**config.mk**
```make
export PLATFORM = sky130hd
export DESIGN_NAME = dmem_ctrl
export DESIGN_NICKNAME = d
export VERILOG_FILES = /design/src/rtl/dmem_ctrl_pkg.sv /design/src/rtl/dmem_rdcache.sv /design/src/rtl/dmem_ctrl.sv
export SDC_FILE = /design/constraint.sdc
export NUM_CORES = 1
export LEC_CHECK = 0
export ABC_AREA = 1
export BUFFER_PORTS_ARGS = -buffer_cell sky130_fd_sc_hd__buf_2
export CORE_MARGIN = 2
export CORE_UTILIZATION = 49
export DETAILED_ROUTE_END_ITERATION = 16
export PLACE_DENSITY = 0.84
export SETUP_SLACK_MARGIN = 0.2
export SLEW_MARGIN = 20
export SYNTH_ARGS = -nofsm -noshare
export SYNTH_HDL_FRONTEND = slang
export SYNTH_SLANG_ARGS = --single-unit
```
**constraint.sdc**
```tcl
create_clock -name clk -period 3.65 [get_ports clk]
set_input_delay 0.73 -clock clk [delete_from_list [all_inputs] [get_ports clk]]
set_output_delay 0.73 -clock clk [all_outputs]
set_load 0.01 [all_outputs]
```
**src/rtl/dmem_ctrl_pkg.sv**
```systemverilog
// Shared types and constants for the data-memory access controller.
package dmem_ctrl_pkg;

  localparam int WORD_W = 32;
  localparam logic [WORD_W-1:0] ERR_DATA_DEFAULT = 32'hDEADBEEF;

  typedef enum logic [1:0] {
    ST_IDLE = 2'd0,
    ST_REQ  = 2'd1,
    ST_DONE = 2'd2
  } state_t;

endpackage

```
**src/rtl/dmem_rdcache.sv**
```systemverilog
// One-entry read cache: word tag + data with a combinational hit compare.
// Only instantiated when DMEM_RDCACHE_EN is defined.
module dmem_rdcache
  import dmem_ctrl_pkg::*;
(
  input  logic              clk,
  input  logic              reset,
  input  logic [29:0]       i_lookup_tag,
  output logic              o_hit,
  output logic [WORD_W-1:0] o_data,
  input  logic              i_fill,
  input  logic              i_wr_upd,
  input  logic [29:0]       i_upd_tag,
  input  logic [WORD_W-1:0] i_upd_data,
  input  logic              i_inval
);

  logic              r_valid;
  logic [29:0]       r_tag;
  logic [WORD_W-1:0] r_data;

  assign o_hit  = r_valid & (r_tag == i_lookup_tag);
  assign o_data = r_data;

  always_ff @(posedge clk) begin
    if (!reset) begin
      r_valid <= 1'b0;
      r_tag   <= '0;
      r_data  <= '0;
    end else if (i_inval) begin
      r_valid <= 1'b0;
    end else if (i_fill) begin
      r_valid <= 1'b1;
      r_tag   <= i_upd_tag;
      r_data  <= i_upd_data;
    end else if (i_wr_upd && r_valid && (r_tag == i_upd_tag)) begin
      // Keep the entry coherent with stores to the cached word.
      r_data <= i_upd_data;
    end
  end

endmodule

```
**src/rtl/dmem_ctrl.sv**
```systemverilog
// Data-memory access controller: turns core loads/stores into req/ack bus
// transactions and stalls the core meanwhile. Optional read cache: DMEM_RDCACHE_EN.
module dmem_ctrl
  import dmem_ctrl_pkg::*;
#(
  parameter int                TIMEOUT  = 16,
  parameter int                TO_W     = 5,
  parameter logic [WORD_W-1:0] ERR_DATA = ERR_DATA_DEFAULT
) (
  input  logic              clk,
  input  logic              reset,
  input  logic              memread,
  input  logic              memwrite,
  input  logic [WORD_W-1:0] addr,
  input  logic [WORD_W-1:0] wdata,
  output logic [WORD_W-1:0] readdata,
  output logic              stall,
  output logic              misalign,
  output logic              err,
  output logic              bus_req,
  output logic              bus_we,
  output logic [WORD_W-1:0] bus_addr,
  output logic [WORD_W-1:0] bus_wdata,
  input  logic [WORD_W-1:0] bus_rdata,
  input  logic              bus_ack
);

  state_t            r_state;
  state_t            w_state_next;
  logic [TO_W-1:0]   r_cnt;
  logic              r_bus_req;
  logic              r_bus_we;
  logic [WORD_W-1:0] r_bus_addr;
  logic [WORD_W-1:0] r_bus_wdata;
  logic [WORD_W-1:0] r_readdata;
  logic              r_err;
  logic              r_misalign;

  logic w_access;
  logic w_aligned;
  logic w_hit;
  logic w_launch;
  logic w_misal;
  logic w_ack_ok;
  logic w_abort;

  assign w_access  = memread | memwrite;
  assign w_aligned = (addr[1:0] == 2'b00);

  always_ff @(posedge clk) begin
    if (!reset) r_state <= ST_IDLE;
    else        r_state <= w_state_next;
  end

  always_comb begin
    w_state_next = r_state;
    w_launch     = 1'b0;
    w_misal      = 1'b0;
    w_ack_ok     = 1'b0;
    w_abort      = 1'b0;
    case (r_state)
      ST_IDLE: begin
        if (w_access && !w_hit) begin
          if (w_aligned) begin
            w_launch     = 1'b1;
            w_state_next = ST_REQ;
          end else begin
            w_misal = 1'b1;
          end
        end
      end
      ST_REQ: begin
        // A late ack on the final counted cycle still wins over the abort.
        if (bus_ack) begin
          w_ack_ok     = 1'b1;
          w_state_next = ST_DONE;
        end else if (r_cnt == TO_W'(TIMEOUT - 1)) begin
          w_abort      = 1'b1;
          w_state_next = ST_DONE;
        end
      end
      ST_DONE: w_state_next = ST_IDLE;
      default: w_state_next = ST_IDLE;
    endcase
  end

  always_ff @(posedge clk) begin
    if (!reset) begin
      r_cnt       <= '0;
      r_bus_req   <= 1'b0;
      r_bus_we    <= 1'b0;
      r_bus_addr  <= '0;
      r_bus_wdata <= '0;
      r_readdata  <= '0;
      r_err       <= 1'b0;
      r_misalign  <= 1'b0;
    end else begin
      r_misalign <= w_misal;
      if (w_launch) begin
        r_bus_req   <= 1'b1;
        r_bus_we    <= memwrite;
        r_bus_addr  <= {addr[WORD_W-1:2], 2'b00};
        r_bus_wdata <= wdata;
        r_cnt       <= '0;
      end
      if (w_misal) r_readdata <= '0;
      if (w_ack_ok) begin
        r_bus_req <= 1'b0;
        if (!r_bus_we) r_readdata <= bus_rdata;
      end
      if (w_abort) begin
        r_bus_req <= 1'b0;
        r_err     <= 1'b1;
        if (!r_bus_we) r_readdata <= ERR_DATA;
      end
      if (r_state == ST_REQ && !bus_ack && !w_abort) r_cnt <= r_cnt + TO_W'(1);
      if (r_state == ST_DONE) r_cnt <= '0;
    end
  end

`ifdef DMEM_RDCACHE_EN
  logic              w_cache_hit;
  logic [WORD_W-1:0] w_cache_data;

  dmem_rdcache u_rdcache (
    .clk          (clk),
    .reset        (reset),
    .i_lookup_tag (addr[WORD_W-1:2]),
    .o_hit        (w_cache_hit),
    .o_data       (w_cache_data),
    .i_fill       (w_ack_ok & ~r_bus_we),
    .i_wr_upd     (w_ack_ok & r_bus_we),
    .i_upd_tag    (r_bus_addr[WORD_W-1:2]),
    .i_upd_data   (r_bus_we ? r_bus_wdata : bus_rdata),
    .i_inval      (w_abort | w_misal)
  );

  assign w_hit    = memread & ~memwrite & w_aligned & (r_state == ST_IDLE) & w_cache_hit;
  assign readdata = w_hit ? w_cache_data : r_readdata;
`else
  assign w_hit    = 1'b0;
  assign readdata = r_readdata;
`endif

  assign stall     = w_access & w_aligned & (r_state != ST_DONE) & ~w_hit;
  assign misalign  = r_misalign;
  assign err       = r_err;
  assign bus_req   = r_bus_req;
  assign bus_we    = r_bus_we;
  assign bus_addr  = r_bus_addr;
  assign bus_wdata = r_bus_wdata;

endmodule

```
Word level (Yosys, flattened, before mapping)
Cells that the tools add are included.
{ "classes": {"n_mux": 23, "n_reduce_logical": 10, "add_sub_neg": 1, "bitwise": 4, "n_eq_ne": 7} }
{ "ops": {"columns": ["operator", "n"], "rows": [
  ["$mux W32", 5],
  ["$mux W1", 11],
  ["$mux W5", 2],
  ["$mux W2", 4],
  ["$ne A2 B2 Y1 const B", 3],
  ["$add A5 B1 Y5 const B", 1],
  ["$eq A5 B4 Y1 const B", 1],
  ["$logic_not A2 Y1", 2],
  ["$pmux W2 S2", 1],
  ["$ne A3 B3 Y1 const B", 1],
  ["$reduce_and A3 Y1", 1],
  ["$reduce_or A3 Y1", 1],
  ["$and A1 B1 Y1", 2],
  ["$eq A2 B1 Y1 const B", 1],
  ["$eq A2 B2 Y1 const B", 1],
  ["$logic_and A1 B1 Y1", 2],
  ["$logic_not A1 Y1", 2],
  ["$reduce_bool A2 Y1", 1],
  ["$reduce_or A2 Y1", 1],
  ["$not A1 Y1", 1],
  ["$or A1 B1 Y1", 1]
]} }
{ "word_totals": {"wordCells": 54, "out_inout_bits": 101, "inputBits": 101, "reg_bits": 105} }

Logic depth before layout (Yosys ltp)
{ "depth": {"depth_word": 9, "mapped_depth": 10, "ltp_nobuf": 10} }

Least setup slack after synthesis
OpenSTA, ideal clock, no wires.
{ "synth_timing": {"kind": "input port to output port", "from": "input addr[0]", "to": "output stall", "path_slack_ns": 1.774, "n_path_buf": 0, "t_arrival_ns": 1.146, "cell_stages": 3, "required_time_ns": 2.920, "cell_sequence": "inv_1 -> nand2_1 -> a211oi_1"} }
{ "synth_between": {"elab_chain_cells": 3} }
{ "synth_rtl": {"columns": ["item", "line", "text"], "rows": [
  ["start, declared", "dmem_ctrl.sv:14", "input logic [WORD_W-1:0] addr,"],
  ["$logic_not A2 Y1", "dmem_ctrl.sv:48", "assign w_aligned = (addr[1:0] == 2'b00);"],
  ["$and A1 B1 Y1 (2 in a row)", "dmem_ctrl.sv:145", "assign stall = w_access & w_aligned & (r_state != ST_DONE) & ~w_hit;"],
  ["end, declared", "dmem_ctrl.sv:17", "output logic stall,"]
]} }
Every way passes these cells.

Final worst setup path
{ "layout_timing": {"from": "register r_cnt[0]", "to": "register r_readdata[29] (netlist: readdata[29])"} }
{ "layout_between": {"elab_chain_cells": 5} }
{ "layout_rtl": {"columns": ["item", "line", "text"], "rows": [
  ["start, declared", "dmem_ctrl.sv:30", "logic [TO_W-1:0] r_cnt;"],
  ["start signal, assigned", "dmem_ctrl.sv:116", "if (r_state == ST_REQ && !bus_ack && !w_abort) r_cnt <= r_cnt + TO_W'(1);"],
  ["$eq A5 B4 Y1", "dmem_ctrl.sv:77", "end else if (r_cnt == TO_W'(TIMEOUT - 1)) begin"],
  ["$mux W1", "dmem_ctrl.sv:77", null],
  ["$mux W1", "dmem_ctrl.sv:74", "if (bus_ack) begin"],
  ["$mux W1", "dmem_ctrl.sv:61", "case (r_state)"],
  ["$mux W32", "dmem_ctrl.sv:111", "if (w_abort) begin"],
  ["end signal, assigned", "dmem_ctrl.sv:109", "if (!r_bus_we) r_readdata <= bus_rdata;"],
  ["end, declared", "dmem_ctrl.sv:35", "logic [WORD_W-1:0] r_readdata;"]
]} }
Every way passes these cells.
A chain may end at the register's enable or synchronous reset.

==> summary.md <==
| Metric | Value |
|---|---|
| CTS tree | `yes` |
| Skew-Pair Late Insertion Delay | `0.35 ns` |
| Starting Density | `50.7%` |
| Final wirelength | `10400 um` |
| NetSw | `0.000573 W` |
| Critical path launch point type | `register` |
| Largest net degree at the start of global routing | `87` |
| Global-route wire length before repair | `16000 um` |
| Power per cell area | `426 nW/um2` |
| CTS root buffer | `clkbuf_8` |
| Seq pwr share | `53.5%` |
| Slowest cell on the critical path | `nand4_2` |
| Final antenna-violating net count | `0` |
| Count of different cell masters after synthesis | `21` |
| Tmin final | `2.24 ns` |
| Initial antenna violation count | `0` |
| Die area | `9250 um2` |
| Post-DP HPWL | `7420 um` |
| Core Area | `8220 um2` |
| Setup-failing EPs final | `0` |
| Logic gate share of total power | `12.5%` |
| Hold Path Class | `register to register` |
| Hold Buf Count CTS | `0` |
| GRT Resource Usage Total | `21.5%` |
| Number of H-tree levels | `3` |
| Final Hold Vio Count | `0` |
| Clock slew at reported path FFs | `0.10 ns` |
| Rows | `33` |
| Avg Inst Size Synth | `7.33 um2` |
| Slew headroom | `35.0%` |
| Share of cells above drive strength 1 | `30.5%` |
| Nets | `849` |
| Ant. Diodes | `0` |
| Sequential area share after synthesis | `50.5%` |
| Most common flop cell mapped by yosys | `dfxtp_1` |
| Fmax | `446 MHz` |
| Static leakage | `2.71 nW` |
| Total power | `0.00229 W` |
| Critical path data required time | `3.88 ns` |
| EDFF count, synth | `0` |
| Yosys top cell by area | `dfxtp_1` |
| Critical Path Max Stage Delay | `0.54 ns` |
| Die Wd | `96.2 um` |
| Synth Instances | `568` |
| Critical path endpoint category | `register` |
| CP Cell Sequence | `ha_1, nand2_1, nor2_1, ha_1, nand4_2, nand2_1, a21oi_1` |
| Fraction of power spent switching nets | `25.0%` |
| Clock power frac | `34.0%` |
| Internal | `0.00172 W` |
| Residual DRC | `0` |
| Max Root-Sink Buffers | `2` |
| FFs w/ async S/R, synth | `0%` |
| Pins Over Slew Limit | `0` |
| RePlAce Congestion | `0.751` |
| Yosys top cell area share | `50.5%` |
| Setup TNS | `0 ns` |
| Iter 0 DRT Violations | `174` |
| Grt ovf | `0` |
| Vias/cell | `4.94` |
| Worst vdd ir | `243 uV` |
| Clk_skew | `0.0108 ns` |
| Area contributors post-synth | `dfxtp_1 (50%), a21oi_1 (9.4%), o21ai_0 (7.6%)` |
| Total number of vias | `4227` |
| Most numerous cell in the Yosys netlist | `dfxtp_1` |
| Non-Filler Instances | `856` |
| I/O pins | `202` |
| Ys Warns | `0` |
| Max Cap Viol | `0` |
| Final worst-path cycle share | `61.5%` |
| Buffers added on ports | `199` |
| Status | `complete, no violations` |
| Setup Fix Bufs, Post-CTS | `0` |
| Crit-path max FO | `25` |
| Area grow syn2layout | `29.3%` |
| Post-CTS sizing | `0` |
| Worst Path Arrival | `2.47 ns` |
| Num CTS Buffers | `9` |
| Setup CP Type | `register to register` |
| Synth cell count leaders | `dfxtp_1 (105), nor2_1 (79), a21oi_1 (78), inv_1 (76), nand2_1 (70)` |
| Router iterations before antenna repair | `5` |
| Die Height | `96.2 um` |
| Seq cells post-synth | `105` |
| Worst-Margin Slew | `0.973 ns` |
| Clock sinks | `105` |
| Vias in the first global route | `3796` |
| RSZ-0062 raised after global routing | `no` |
| WL/cell | `12.1 um` |
| Mapped cell area | `4160 um2` |
| Placed cells | `840` |
## flip-flops by register name, indices dropped and copies added, names as in the netlist
signal     count
bus_wdata     32
bus_addr      30
readdata      32
bus_we         1
err            1
r_cnt          5
bus_req        1
misalign       1
r_state        2
## worst paths after layout
path	start	to	slack (ns)	cells past startpoint
max	r_cnt[0]$_SDFFE_PP0P_	readdata[29]$_SDFF_PN0_	1.41	7
min	bus_wdata[31]$_SDFFE_PN0P_	bus_wdata[31]$_SDFFE_PN0P_	0.44	2
max reg2reg	r_cnt[0]$_SDFFE_PP0P_	readdata[29]$_SDFF_PN0_	1.41	7
min reg2reg	bus_wdata[31]$_SDFFE_PN0P_	bus_wdata[31]$_SDFFE_PN0P_	0.44	2
## cell type report
cell class | count | area (um2)
fillers | 686 | 2830
clock buffers | 11 | 141
flip-flops and latches | 105 | 2100
repair buffers | 202 | 1030
inverters | 81 | 304
well taps | 105 | 131
multi-input cells | 347 | 1600
clock inverters | 5 | 78.8
## kinds of logic after synthesis
family	count (synthesis)	synth area share, %
simple gates	201	20.2
compound gates	142	17.1
flops	105	50.5
buf+inv	117	11.5
other cells	1	0.0901
fa+ha+maj	2	0.601
## power by group through the flow
| stage | Sequential [W] | Clock [W] | Combinational [W] |
|---|---|---|---|
| 6_report | 0.00123 | 0.000779 | 0.000287 |
| 5_1_grt | 0.00124 | 0.000844 | 0.000322 |
| 4_1_cts | 0.00123 | 0.000799 | 0.000289 |
| 3_5_place_dp | 0.00125 | 0 | 0.000288 |
| 3_3_place_gp | 0.00125 | 0 | 0.000279 |
| 2_1_floorplan | 0.00128 | 0 | 0.000132 |
## layer usage
metal	wire, um	GRT usage (%)	vias up
li1	-	-	2144
met1	4280	23.9	1905
met2	5100	39.8	169
met3	913	5.87	9
met4	80	6.19	0
met5	0	0	-
## through the flow
step | instance area (um2) | util [%] | setup slack, ns | hold slack (ns)
after detailed placement | 5160 | 62.8 | 1.41 | 0.432
final | 5380 | 65.5 | 1.41 | 0.444
after global routing | 5380 | 65.5 | 1.19 | 0.465
after floorplan | 4170 | - | 1.77 | 0.457
after global placement | 5160 | 62.8 | 1.46 | 0.428
after CTS | 5380 | 65.5 | 1.43 | 0.446
## worst max-delay path, delay by kind of cell (launching register included)
| kind | cells | cell delay (ns) |
|---|---|---|
| flops | 1 | 0.41 |
| compound gates | 1 | 0.08 |
| simple gates | 4 | 1.21 |
| fa+ha+maj | 2 | 0.43 |
## placed cells by master (no fill, tap or decap), types with 2 or more instances in the layout
cell       instances
buf_2            199
dfxtp_1          105
nor2_1            79
a21oi_1           78
inv_1             76
nand2_1           70
o21ai_0           63
nand3_1           42
clkbuf_8          10
inv_2              5
nor2_2             4
nand4_1            3
ha_1               2
conb_1             2
clkinv_2           2
bufinv_16          2
buf_4              2
Note: power is estimated with default switching activity, not from simulation.
